<file path="src/rtl/clock_gate_ctrl_pkg.sv">
// Shared types and defaults for the core clock-gate sequencing controller.
// Optional idle-cycle counter is enabled with CLOCK_GATE_IDLE_CNT_EN.
package clock_gate_ctrl_pkg;

   typedef enum logic [1:0] {
      ST_RUN   = 2'd0,
      ST_DRAIN = 2'd1,
      ST_GATED = 2'd2,
      ST_WAKE  = 2'd3
   } cg_state_t;

   localparam int unsigned QUIET_CYCLES_DEF  = 4;
   localparam int unsigned DRAIN_TIMEOUT_DEF = 1024;
   localparam int unsigned WAKE_SETTLE_DEF   = 2;
   localparam int unsigned IDLE_CNT_W        = 32;

endpackage

</file>
<file path="src/rtl/clock_gate_ctrl.sv">
// Core clock-gate sequencer: drains to quiet, pauses the gate, resumes on wake.
// Define CLOCK_GATE_IDLE_CNT_EN to build the saturating gated-cycle counter.
module clock_gate_ctrl
   import clock_gate_ctrl_pkg::*;
#(
   parameter int unsigned QUIET_CYCLES  = QUIET_CYCLES_DEF,
   parameter int unsigned DRAIN_TIMEOUT = DRAIN_TIMEOUT_DEF,
   parameter int unsigned WAKE_SETTLE   = WAKE_SETTLE_DEF
) (
   input  logic                  aclk,
   input  logic                  reset,
   input  logic                  idle_req,
   input  logic                  pipe_empty,
   input  logic                  bus_idle,
   input  logic                  wake,
   output logic                  clear_clock_gate,
   output logic                  set_clock_gate,
   output logic                  gated,
   output logic                  idle_done,
   output logic                  idle_abort,
   output logic [1:0]            state,
   output logic [IDLE_CNT_W-1:0] idle_cycles
);

   localparam int unsigned QW = $clog2(QUIET_CYCLES + 1);
   localparam int unsigned TW = $clog2(DRAIN_TIMEOUT + 1);
   localparam int unsigned SW = $clog2(WAKE_SETTLE + 1);

   localparam logic [QW-1:0] QUIET_LAST  = QW'(QUIET_CYCLES - 1);
   localparam logic [TW-1:0] TMO_LAST    = TW'(DRAIN_TIMEOUT - 1);
   localparam logic [SW-1:0] SETTLE_LAST = SW'(WAKE_SETTLE - 1);

   cg_state_t      state_q;
   cg_state_t      state_d;
   logic [QW-1:0]  quiet_cnt;
   logic [TW-1:0]  tmo_cnt;
   logic [SW-1:0]  settle_cnt;
   logic           quiet;

   logic           clear_d;
   logic           set_d;
   logic           gated_d;
   logic           done_d;
   logic           abort_d;

   assign quiet = pipe_empty & bus_idle;

   always_ff @(posedge aclk) begin
      if (reset) begin
         state_q <= ST_RUN;
      end else begin
         state_q <= state_d;
      end
   end

   // In DRAIN: wake beats timeout, timeout beats a completed quiet window.
   always_comb begin
      state_d = state_q;
      case (state_q)
         ST_RUN: begin
            if (idle_req && !wake) begin
               state_d = ST_DRAIN;
            end
         end
         ST_DRAIN: begin
            if (wake || (tmo_cnt == TMO_LAST)) begin
               state_d = ST_RUN;
            end else if (quiet && (quiet_cnt == QUIET_LAST)) begin
               state_d = ST_GATED;
            end
         end
         ST_GATED: begin
            if (wake) begin
               state_d = ST_WAKE;
            end
         end
         ST_WAKE: begin
            if (settle_cnt == SETTLE_LAST) begin
               state_d = ST_RUN;
            end
         end
         default: state_d = ST_RUN;
      endcase
   end

   always_comb begin
      clear_d = (state_d == ST_GATED);
      gated_d = (state_d == ST_GATED);
      set_d   = (state_q == ST_GATED) && (state_d == ST_WAKE);
      done_d  = (state_q == ST_WAKE) && (state_d == ST_RUN);
      abort_d = ((state_q == ST_RUN) && idle_req && wake) ||
                ((state_q == ST_DRAIN) && (state_d == ST_RUN));
   end

   // Outputs are registered alongside the state so the gate sees clean levels.
   always_ff @(posedge aclk) begin
      if (reset) begin
         clear_clock_gate <= 1'b0;
         set_clock_gate   <= 1'b0;
         gated            <= 1'b0;
         idle_done        <= 1'b0;
         idle_abort       <= 1'b0;
      end else begin
         clear_clock_gate <= clear_d;
         set_clock_gate   <= set_d;
         gated            <= gated_d;
         idle_done        <= done_d;
         idle_abort       <= abort_d;
      end
   end

   // Counters are held at zero outside their state, so each entry starts fresh.
   always_ff @(posedge aclk) begin
      if (reset) begin
         quiet_cnt  <= '0;
         tmo_cnt    <= '0;
         settle_cnt <= '0;
      end else begin
         if (state_q == ST_DRAIN) begin
            quiet_cnt <= quiet ? (quiet_cnt + QW'(1)) : '0;
            tmo_cnt   <= tmo_cnt + TW'(1);
         end else begin
            quiet_cnt <= '0;
            tmo_cnt   <= '0;
         end
         settle_cnt <= (state_q == ST_WAKE) ? (settle_cnt + SW'(1)) : '0;
      end
   end

   assign state = state_q;

`ifdef CLOCK_GATE_IDLE_CNT_EN
   logic [IDLE_CNT_W-1:0] idle_cnt_q;

   always_ff @(posedge aclk) begin
      if (reset) begin
         idle_cnt_q <= '0;
      end else if (gated && (idle_cnt_q != '1)) begin
         idle_cnt_q <= idle_cnt_q + IDLE_CNT_W'(1);
      end
   end

   assign idle_cycles = idle_cnt_q;
`else
   assign idle_cycles = '0;
`endif

endmodule

</file>
<file path="config.mk">
export PLATFORM = sky130hd
export DESIGN_NAME = clock_gate_ctrl
export DESIGN_NICKNAME = d
export VERILOG_FILES = /design/src/rtl/clock_gate_ctrl_pkg.sv /design/src/rtl/clock_gate_ctrl.sv
export SDC_FILE = /design/constraint.sdc
export NUM_CORES = 1
export LEC_CHECK = 0
export ABC_AREA = 1
export BUFFER_PORTS_ARGS = -buffer_cell sky130_fd_sc_hd__buf_2
export CAP_MARGIN = 20
export CORE_MARGIN = 5
export CORE_UTILIZATION = 48
export CTS_CLUSTER_SIZE = 30
export DETAILED_ROUTE_END_ITERATION = 8
export GPL_ROUTABILITY_DRIVEN = 0
export PLACE_DENSITY = 0.81
export SLEW_MARGIN = 20
export SYNTH_ARGS = -nofsm -noshare
export SYNTH_HDL_FRONTEND = slang
export SYNTH_SLANG_ARGS = --single-unit
</file>
<file path="constraint.sdc">
create_clock -name aclk -period 1.7 [get_ports aclk]
set_clock_uncertainty 0.05 [all_clocks]
set_input_delay 0.085 -clock aclk [delete_from_list [all_inputs] [get_ports aclk]]
set_output_delay 0.085 -clock aclk [all_outputs]
set_load 0.02 [all_outputs]
</file>
; Word level (Yosys, flattened, before mapping)
; Index checks and enable logic that the tools add are counted.
[totals]
elab_cells = 44
output_inout_bits = 39
ff_bits = 22
input_bits = 6
[op_classes]
n_mux = 6
n_eq_ne = 8
add_sub_neg = 3
reduce_logical = 15
bitwise_logic = 4
[ops]
columns = op, n
row1 = 11-bit by 1-bit adder with 11-bit output (second input constant), 1
row2 = 11-bit by 10-bit == test with 1-bit output (second input constant), 1
row3 = 2-bit 2-to-1 mux, 5
row4 = 2-bit == test (second input constant), 4
row5 = 2-bit one-hot mux with 4 select lines, 1
row6 = 1-bit logical AND, 7
row7 = 2-bit by 1-bit == test with 1-bit output (second input constant), 2
row8 = 2-bit logical NOT, 2
row9 = 2-bit OR reduction, 2
row10 = 3-bit by 1-bit adder with 3-bit output (second input constant), 1
row11 = 3-bit by 2-bit == test with 1-bit output (second input constant), 1
row12 = 1-bit NOT, 3
row13 = 3-bit OR reduction, 1
row14 = 2-bit by 1-bit adder with 2-bit output (second input constant), 1
row15 = 1-bit logical OR, 2
row16 = 1-bit AND, 1
row17 = 1-bit logical NOT, 1

; Depth between registers and ports, before layout
; Gate-level depths: netlist of run 1.
[logic_depth]
word_depth = 8
ltp_mapped = 10
ltp_nobuf = 10

; Worst setup path after synthesis of run 1
; No wires, ideal clock.
[synth_path]
kind = reg2reg
startpoint = reg quiet_cnt[0]
endpoint = reg idle_abort
required_time_ns = 1.538
path_stages_with_launch = 11
slack_ns = 0.436
path_buffers = 0
setup_time_ns = 0.112
synth_period_minus_slack_ns = 1.264
t_arrival_ns = 1.102
path_cell_list = dfxtp_1 ha_1 ha_1 nand3_1 nand2_1 inv_1 nand3_2 nand3_2 nor2_1 nand2_1 nand2_1
[synth_between]
elab_chain_len = 8
[synth_rtl]
columns = element, line
row1 = start: declaration, clock_gate_ctrl.sv:35  ; logic [QW-1:0] quiet_cnt;
row2 = start signal: assignment, clock_gate_ctrl.sv:120  ; quiet_cnt <= quiet ? (quiet_cnt + QW'(1)) : '0;
row3 = 3-bit by 2-bit == test with 1-bit output, clock_gate_ctrl.sv:68  ; end else if (quiet && (quiet_cnt == QUIET_LAST)) begin
row4 = 1-bit logical AND, clock_gate_ctrl.sv:68
row5 = 2-bit 2-to-1 mux, clock_gate_ctrl.sv:68
row6 = 2-bit 2-to-1 mux, clock_gate_ctrl.sv:66  ; if (wake || (tmo_cnt == TMO_LAST)) begin
row7 = 2-bit one-hot mux with 4 select lines, clock_gate_ctrl.sv:59  ; case (state_q)
row8 = 2-bit logical NOT, clock_gate_ctrl.sv:92  ; ((state_q == ST_DRAIN) && (state_d == ST_RUN));
row9 = 1-bit logical AND, clock_gate_ctrl.sv:92
row10 = 1-bit logical OR, clock_gate_ctrl.sv:91  ; abort_d = ((state_q == ST_RUN) && idle_req && wake) ||
row11 = end signal: assignment, clock_gate_ctrl.sv:108  ; idle_abort <= abort_d;
row12 = end: declaration, clock_gate_ctrl.sv:20  ; output logic idle_abort,
; No other way between the ends.
; A chain may end at the register's enable or synchronous reset.

; Worst setup path in the final report of run 1
[layout_path]
startpoint = reg tmo_cnt[0]
endpoint = reg idle_abort
[layout_between]
elab_chain_len = 7
[layout_rtl]
columns = element, line
row1 = start: declaration, clock_gate_ctrl.sv:36  ; logic [TW-1:0] tmo_cnt;
row2 = start signal: assignment, clock_gate_ctrl.sv:121  ; tmo_cnt <= tmo_cnt + TW'(1);
row3 = 11-bit by 10-bit == test with 1-bit output, clock_gate_ctrl.sv:66
row4 = 1-bit logical OR, clock_gate_ctrl.sv:66
row5 = 2-bit 2-to-1 mux, clock_gate_ctrl.sv:66
row6 = 2-bit one-hot mux with 4 select lines, clock_gate_ctrl.sv:59
row7 = 2-bit logical NOT, clock_gate_ctrl.sv:92
row8 = 1-bit logical AND, clock_gate_ctrl.sv:92
row9 = 1-bit logical OR, clock_gate_ctrl.sv:91
; No other way between the ends.

==> results of run 1 <==
==> cell type report <==
| class | instances | area, sq um | area share |
|---|---|---|---|
| clock buffers | 3 | 22.5 | 0.0187 |
| clock inverters | 1 | 30.0 | 0.0249 |
| inverters | 19 | 71.3 | 0.0592 |
| multi-input cells | 103 | 526 | 0.436 |
| flip-flops and latches | 22 | 440 | 0.366 |
| well taps | 28 | 35.0 | 0.0291 |
| repair buffers | 14 | 80.1 | 0.0665 |
==> where the power goes <==
part	switching (mW)	total (mW)	leakage, nW	internal (mW)
Combinational	0.0904	0.108	0.336	0.0174
Sequential	0.00400	0.524	0.178	0.520
Clock	0.161	0.400	0.0279	0.238
Total	0.256	1.03	0.542	0.776
==> kinds of logic after synthesis <==
logic type,Yosys count,share of synthesized area
other,1,0.00321
buffers and inverters,52,0.273
and+or+nand+nor,51,0.230
DFF,22,0.377
adders and majority gates,4,0.0428
AOI/OAI and AO/OA,16,0.0739
==> metal layers <==
layer | vias to the layer above | wire [um] | GRT usage
met1 | 378 | 753 | 0.142
met3 | 4 | 214 | 0.0153
met2 | 45 | 880 | 0.181
li1 | 431 | - | -
met4 | 0 | 53 | 0.0874
met5 | - | 0 | 0
==> sequential cells by signal (all words and copies together) (netlist names) <==
signal,cells
gated,1
idle_abort,1
idle_done,1
quiet_cnt,3
set_clock_gate,1
settle_cnt,2
state,2
tmo_cnt,11
==> critical path: cells and delay by family (launching register included) <==
family / cells / cell delay (ns)
simple gates: 8 / 0.82
flops: 1 / 0.38
fa+ha+maj: 1 / 0.18
==> how the worst max path moves through the flow <==
stage	slack (ns)	to	from
2_1_floorplan	0.44	idle_abort$_SDFF_PP0_	quiet_cnt[0]$_SDFF_PP0_
3_3_place_gp	0.37	idle_abort$_SDFF_PP0_	quiet_cnt[0]$_SDFF_PP0_
3_5_place_dp	0.29	idle_abort$_SDFF_PP0_	tmo_cnt[0]$_SDFF_PP0_
4_1_cts	0.25	idle_abort$_SDFF_PP0_	tmo_cnt[0]$_SDFF_PP0_
5_1_grt	0.08	idle_abort$_SDFF_PP0_	tmo_cnt[0]$_SDFF_PP0_
6_report	0.26	idle_abort$_SDFF_PP0_	tmo_cnt[0]$_SDFF_PP0_
==> cells in the final DEF (no fill, tap or decap), types with 2 or more instances in the layout <==
cell,n
a21oi_1,8
buf_2,12
clkbuf_4,3
conb_1,32
dfxtp_1,22
dlygate4sd3_1,2
ha_1,4
inv_1,19
nand2_1,12
nand2_2,3
nand3_1,7
nand3_2,3
nor2_1,14
nor2_2,2
nor2_4,3
nor3_1,4
nor3b_1,2
o21ai_0,6
==> run metrics, run 1 <==
TritonCTS clock tree yes; Non-Filler Instances 190; Hold EP quiet_cnt[1]$_SDFF_PP0_; Max Cap Viol 0; count leader, synth buf_4; remaining design rule violation count 0; Worst Hold Depth 3; crit path time final 1.44 ns; RR Startpoint tmo_cnt[0]$_SDFF_PP0_; clock root cell clkbuf_4; Die Y 59.3 um; RSZ-0062 raised after global routing no; row cnt 17; initial antenna violation count 0; Clock Tree Buf Depth 2; reg-to-reg endpoint idle_abort$_SDFF_PP0_; I/O pin total 45; Worst Path Required 1.92 ns; Post CTS Setup Buffer Count 0; number of fill cells in the layout 218; fin nets 173; htree depth 1; total gr overflow 0; hold_ws 0.0107 ns; max-slew violations 0; largest area contributor in the netlist dfxtp_1; Placement Setup Slack 0.289 ns; core area 0.00228 sq mm; hold crit path type primary input to flip-flop; LEAKAGE 0.542 nW; PostCTS Resize Cnt 0; Total GRT Usage 0.116; Critical-path top delay cell dfxtp_1; Reg2Reg Depth 9; Syn Inst Count 146; Final Util 0.529; Placed Cells 184; clock transition at the registers of the reported paths 0.13 ns; worst-skew pair later-pin latency 0.31 ns; design area 0.00120 sq mm; share of layout cells above drive strength 1 0.173; final hold violations 0; final worst setup slack 0.257 ns; Seq/Total Area, Yosys 0.377; CP Capture Type flip-flop; Synth area leaders dfxtp_1, buf_4, inv_1; Mapped Area 0.00117 sq mm; critical path launch point type flip-flop; Vias/cell 4.52; TNS Setup 0 ns; CP Class flip-flop to flip-flop; Post-DP Area 0.00113 sq mm; die area 0.00352 sq mm; WP data arrival 1.66 ns; CTS Sinks 22; Cell Pwr Density 856 mW/mm^2; crit path max fanout 5; final wirelength 1900 um; Starting Density 0.513; Synth async-reset ratio 0; fmax 693 MHz; dpl hpwl 1530 um; # diodes 0; Top FF cell, synth dfxtp_1; via count 858; Total Power 1.03 mW; top-area cell type share of the netlist area 0.377; Synth warnings 0; port bufs 12; Avg Cell Area, Syn 8.00 sq um; vias in the first global route 739; Cell Chain, Critical Path ha_1 > nand2_1 > nor2_4 > nand3_2 > nand3_2 > nand3_2 > nor2_1 > nand2_1 > nand2_1; Setup violations, final 0; DRT antenna net count 0; CP peak stage delay 0.38 ns; first-pass GRT wire length 3120 um; Tcrit/Tclk final 0.849; Die Wd 59.3 um; wire per inst 10.0 um; Area Growth Syn to Fin 3.11%; # hold bufs at CTS 2; Pre-antenna DRT Iters 4; reg2reg setup slack 0.26 ns; number of synthesized flops with an enable pin 0; iteration-0 DRC count of the detailed router 18; status complete, no violations; most instantiated cells after synthesis buf_4, dfxtp_1, inv_1; largest net degree at the start of global routing 14; flops & latches, synth 22; CTS Buf Count 3; synth unique cells 19; Hold Startpoint bus_idle; maximum vdd drop 0.000439 V
Power figures use the tool's default switching activity.
==> run 2: changes to the inputs <==
==> constraint.sdc (replaced) <==
create_clock -name aclk -period 1.4 [get_ports aclk]
set_clock_uncertainty 0.05 [all_clocks]
set_input_delay 0.07 -clock aclk [delete_from_list [all_inputs] [get_ports aclk]]
set_output_delay 0.07 -clock aclk [all_outputs]
set_load 0.02 [all_outputs]
==> run metrics, run 2 (synthesized netlist as in run 1, its figures left out) <==
status complete, no violations; max FFs per register 11 (unchanged); core area 0.00228 sq mm (unchanged); CP dominant cell by count nand3_4; Regs by FF count tmo_cnt x11, quiet_cnt x3; htree depth 1 (unchanged); DRT antenna net count 0 (unchanged); remaining design rule violation count 0 (unchanged); Critical-path top delay cell dfxtp_4; top sig layer met4; clock transition at the registers of the reported paths 0.13 ns (about the same); LEAKAGE 0.591 nW (+9.0%); Placed Cells 185 (+0.54%); Clock Tree Buf Depth 2 (unchanged); WP buf/inv 1 (+1); Total Power 1.13 mW (+10%); Post-DP Area 0.00114 sq mm (+0.66%); Setup violations, final 0 (unchanged); I/O pin total 45 (unchanged); RR Startpoint tmo_cnt[1]$_SDFF_PP0_; CP peak stage delay 0.39 ns (about the same); most frequent cells in the layout conb_1, inv_1, dfxtp_1, nor2_1, buf_2; met1 wire length 896 um (+19%); RSZ-0062 raised after global routing yes; hold_ws 0.0103 ns (-0.000390 ns); CP top delay family simple AND/OR/NAND/NOR gates; hold crit path type primary input to flip-flop; Pre-antenna DRT Iters 4 (unchanged); Die Wd 59.3 um (unchanged); final hold violations 0 (unchanged); design area 0.00135 sq mm (+12%); Max Cap Viol 0 (unchanged); Area Growth Syn to Fin 15.7%; CP Capture Type flip-flop; critical path launch point type flip-flop; fin nets 180 (+4.0%); crit path max fanout 5 (unchanged); vias in the first global route 823 (+11%); share of layout cells above drive strength 1 0.314 (+0.141); Worst Path Required 1.59 ns (-0.33 ns); WP data arrival 1.58 ns (-0.08 ns); Die Y 59.3 um (unchanged); # diodes 0 (unchanged); CP Class flip-flop to flip-flop; via count 915 (+6.6%); Final Util 0.594 (+0.0649); Biggest register tmo_cnt; row cnt 17 (unchanged); metal2 WL 1160 um (+32%); reg-to-reg endpoint gated$_SDFF_PP0_; dpl hpwl 1550 um (+1.6%); Tcrit/Tclk final 0.989 (+0.140); first-pass GRT wire length 3190 um (+2.2%); TNS Setup 0 ns (unchanged); clock root cell clkbuf_4; largest net degree at the start of global routing 13 (-1); TritonCTS clock tree yes; Reg2Reg Depth 8 (-1); Vias/cell 4.64 (+2.9%); Hold Startpoint pipe_empty; fmax 722 MHz (+4.2%); Cell Pwr Density 839 mW/mm^2 (-2.0%); Total GRT Usage 0.117 (+0.00174); final worst setup slack 0.0150 ns (-0.242 ns); Cell Chain, Critical Path ha_4 > nand2_4 > nor2_4 > nand3_4 > nand3_2 > nand3_4 > buf_6 > nor3_2; max-slew violations 0 (unchanged); die area 0.00352 sq mm (unchanged); met3 WL post-DR 189 um (-12%); Placement Setup Slack 0.00655 ns (-0.283 ns); most common cell after layout, fill and taps aside conb_1; CP Capture Point gated$_SDFF_PP0_; worst-skew pair later-pin latency 0.31 ns (about the same); initial antenna violation count 0 (unchanged); Worst Setup SP tmo_cnt[1]$_SDFF_PP0_; port bufs 12 (unchanged); CTS Buf Count 3 (unchanged); Non-Filler Instances 197 (+3.7%); CP Depth 8 (-1); final wirelength 2300 um (+21%); total gr overflow 0 (unchanged); crit path time final 1.38 ns (-0.0581 ns); wire per inst 11.7 um (+17%); iteration-0 DRC count of the detailed router 36 (+18); reg2reg setup slack 0.02 ns (-0.24 ns); CTS Sinks 22 (unchanged); Starting Density 0.513 (unchanged); maximum vdd drop 0.000470 V (+7.0%)
## run 2: changes by cell type in the layout (fill, tap and decap cells not counted), sizes merged
cell    delta
clkbuf     +1
buf        +7
bufinv     -1
## run 2: worst reg2reg max path: stages, from the launching register on
cell,delay [ns]
dfxtp_4,0.39
ha_4,0.15
nand2_4,0.05
nor2_4,0.16
nand3_4,0.11
nand3_2,0.09
nand3_4,0.09
buf_6,0.14
nor3_2,0.09
## run 2: final cells by class
cell class	instances	area, sq um
multi-input cells	103	621
inverters	19	71.3
well taps	28	35.0
repair buffers	21	136
fillers	187	923
flip-flops and latches	22	453
clock buffers	4	36.3
## run 2: where the power goes
group	total (mW)	switching (mW)	leakage, nW	internal, mW
logic	0.146	0.116	0.388	0.0295
clock network	0.354	0.196	0.0210	0.159
registers	0.634	0.00593	0.181	0.628
total	1.13	0.318	0.591	0.816
## run 2: repair_timing
item                       in CTS  in global routing
hold buffers                    2                  0
pin swaps                       1                  8
setup endpoints to repair       1                  7
cloned                          0                  0
setup buffers                   1                  5
gates resized for setup         4                 25
hold endpoints to repair        4                  0
## run 2: worst min path at each step
stage                                          to  cells after the start
after global routing      quiet_cnt[2]$_SDFF_PP0_                      3
after CTS                 quiet_cnt[1]$_SDFF_PP0_                      3
after detailed placement      state[1]$_SDFF_PP0_                      2
after floorplan               state[1]$_SDFF_PP0_                      1
final                     quiet_cnt[1]$_SDFF_PP0_                      3
after global placement        state[1]$_SDFF_PP0_                      2
## run 2: routing by layer
layer,global-route usage,vias up
met1,0.125,420
li1,-,443
met3,0.0196,5
met2,0.209,47
met5,0,-
met4,0.0777,0
==> run 3: changes to the inputs <==
--- a/config.mk
+++ b/config.mk
@@ -13,7 +13,8 @@
 export CTS_CLUSTER_SIZE = 30
 export DETAILED_ROUTE_END_ITERATION = 8
 export GPL_ROUTABILITY_DRIVEN = 0
-export PLACE_DENSITY = 0.81
+export MAX_ROUTING_LAYER = met4
+export PLACE_DENSITY = 0.79
 export SLEW_MARGIN = 20
 export SYNTH_ARGS = -nofsm -noshare
 export SYNTH_HDL_FRONTEND = slang
==> run metrics, run 3 (synthesized netlist as in run 1, its figures left out) <==
most common cell after layout, fill and taps aside conb_1; WP data arrival 1.57 ns (about the same); die area 0.00352 sq mm (unchanged); design area 0.00130 sq mm (-4.2%); via count 851 (-7.0%); Tcrit/Tclk final 0.967 (-0.0223); Pre-antenna DRT Iters 4 (unchanged); CTS Sinks 22 (unchanged); fin nets 177 (-1.7%); fmax 739 MHz (+2.3%); Total GRT Usage 0.113 (-0.00422); hold crit path type primary input to flip-flop; Setup violations, final 0 (unchanged); first-pass GRT wire length 2940 um (-7.8%); Biggest register tmo_cnt; Final Util 0.570 (-0.0247); final wirelength 1870 um (-19%); row cnt 17 (unchanged); Regs by FF count tmo_cnt x11, quiet_cnt x3; Cell Chain, Critical Path ha_4 > nand2_4 > nor2_4 > nand3_2 > nand3_2 > nand3_4 > nor2_1 > nand2_1 > nand2_1; iteration-0 DRC count of the detailed router 12 (-67%); vias in the first global route 739 (-10%); Worst Path Required 1.62 ns (+0.03 ns); number of fill cells in the layout 203 (+8.6%); status complete, no violations; Total Power 1.26 mW (+11%); Cell Pwr Density 973 mW/mm^2 (+16%); core area 0.00228 sq mm (unchanged); Clock Tree Buf Depth 2 (unchanged); RSZ-0062 raised after global routing yes; Critical-path top delay cell dfxtp_2; share of layout cells above drive strength 1 0.259 (-0.0546); most frequent cells in the layout conb_1, inv_1, dfxtp_1, nor2_1, buf_2; wire per inst 9.64 um (-17%); WP buf/inv 0 (-1); final hold violations 0 (unchanged); I/O pin total 45 (unchanged); CP peak stage delay 0.37 ns (-0.02 ns); TNS Setup 0 ns (unchanged); clock root cell clkbuf_4; initial antenna violation count 0 (unchanged); maximum vdd drop 0.000729 V (+55%); Starting Density 0.513 (unchanged); htree depth 1 (unchanged); total gr overflow 0 (unchanged); # diodes 0 (unchanged); remaining design rule violation count 0 (unchanged); LEAKAGE 0.580 nW (-1.8%); dpl hpwl 1440 um (-7.3%); Die Y 59.3 um (unchanged); crit path time final 1.35 ns (-0.0312 ns); CP Class flip-flop to flip-flop; CP top delay family simple AND/OR/NAND/NOR gates; clock transition at the registers of the reported paths 0.13 ns (about the same); Die Wd 59.3 um (unchanged); Area Growth Syn to Fin 10.9%; critical path launch point type flip-flop; max FFs per register 11 (unchanged); worst-skew pair later-pin latency 0.31 ns (about the same); Vias/cell 4.39 (-5.6%); CP Capture Type flip-flop; max-slew violations 0 (unchanged); Max Cap Viol 0 (unchanged); DRT antenna net count 0 (unchanged); port bufs 12 (unchanged); CTS Buf Count 3 (unchanged); crit path max fanout 5 (unchanged); Post-DP Area 0.00113 sq mm (-0.66%); TritonCTS clock tree yes; largest net degree at the start of global routing 14 (+1)
## run 3: cell types whose count changed in the layout (fill, tap and decap cells not counted), moves of 2 or more
cell           change
buf_4              -4
dlygate4sd3_1      +2
ha_4               -2
nand3_1            +2
## run 3: report_power, final
part	total (mW)	leakage, nW	internal (mW)	switching (mW)
clock network	0.486	0.0279	0.289	0.197
registers	0.635	0.180	0.630	0.00490
logic	0.139	0.372	0.0267	0.113
## run 3: per-layer routing
metal | GRT usage | wire, um | vias up
met4 | 0.0777 | 51 | 0
met5 | - | 0 | -
met2 | 0.184 | 861 | 46
met3 | 0.0218 | 203 | 5
met1 | 0.123 | 755 | 364
li1 | - | - | 436
## run 3: final timing paths
check / cells after the start / startpoint / slack, ns / end
max: 9 / tmo_cnt[1]$_SDFF_PP0_ / 0.05 / idle_abort$_SDFF_PP0_
min: 4 / idle_req / 0.07 / idle_abort$_SDFF_PP0_
max reg2reg: 9 / tmo_cnt[1]$_SDFF_PP0_ / 0.05 / idle_abort$_SDFF_PP0_
min reg2reg: 1 / quiet_cnt[0]$_SDFF_PP0_ / 0.36 / quiet_cnt[0]$_SDFF_PP0_
## run 3: cell type report
class	instances	area, sq um	area share
flip-flops and latches	22	449	0.347
clock inverters	1	30.0	0.0232
inverters	19	71.3	0.0550
well taps	28	35.0	0.0270
repair buffers	18	115	0.0888
multi-input cells	103	573	0.442
clock buffers	3	22.5	0.0174
## run 3: metrics by stage
step	hold slack [ns]	instances	setup slack (ns)
finish	0.0731	194	0.0462
global route	0.0621	194	-0.0344
CTS	0.00209	191	0.0291
detailed placement	0.273	184	0.0493
global placement	0.279	184	0.0720
floorplan	0.0924	177	0.136
## run 3: tightest hold or removal path, delay by kind of cell
family,cells,cell delay (ns)
buffers and inverters,1,0.09
AND/OR/NAND/NOR,3,0.24
## run 3: timing repair
action / in CTS / in global routing
setup buffers: 0 / 2
gates resized for setup: 0 / 18
setup endpoints to repair: 0 / 11
endpoints found under the hold margin: 5 / 1
hold buffers: 3 / 1
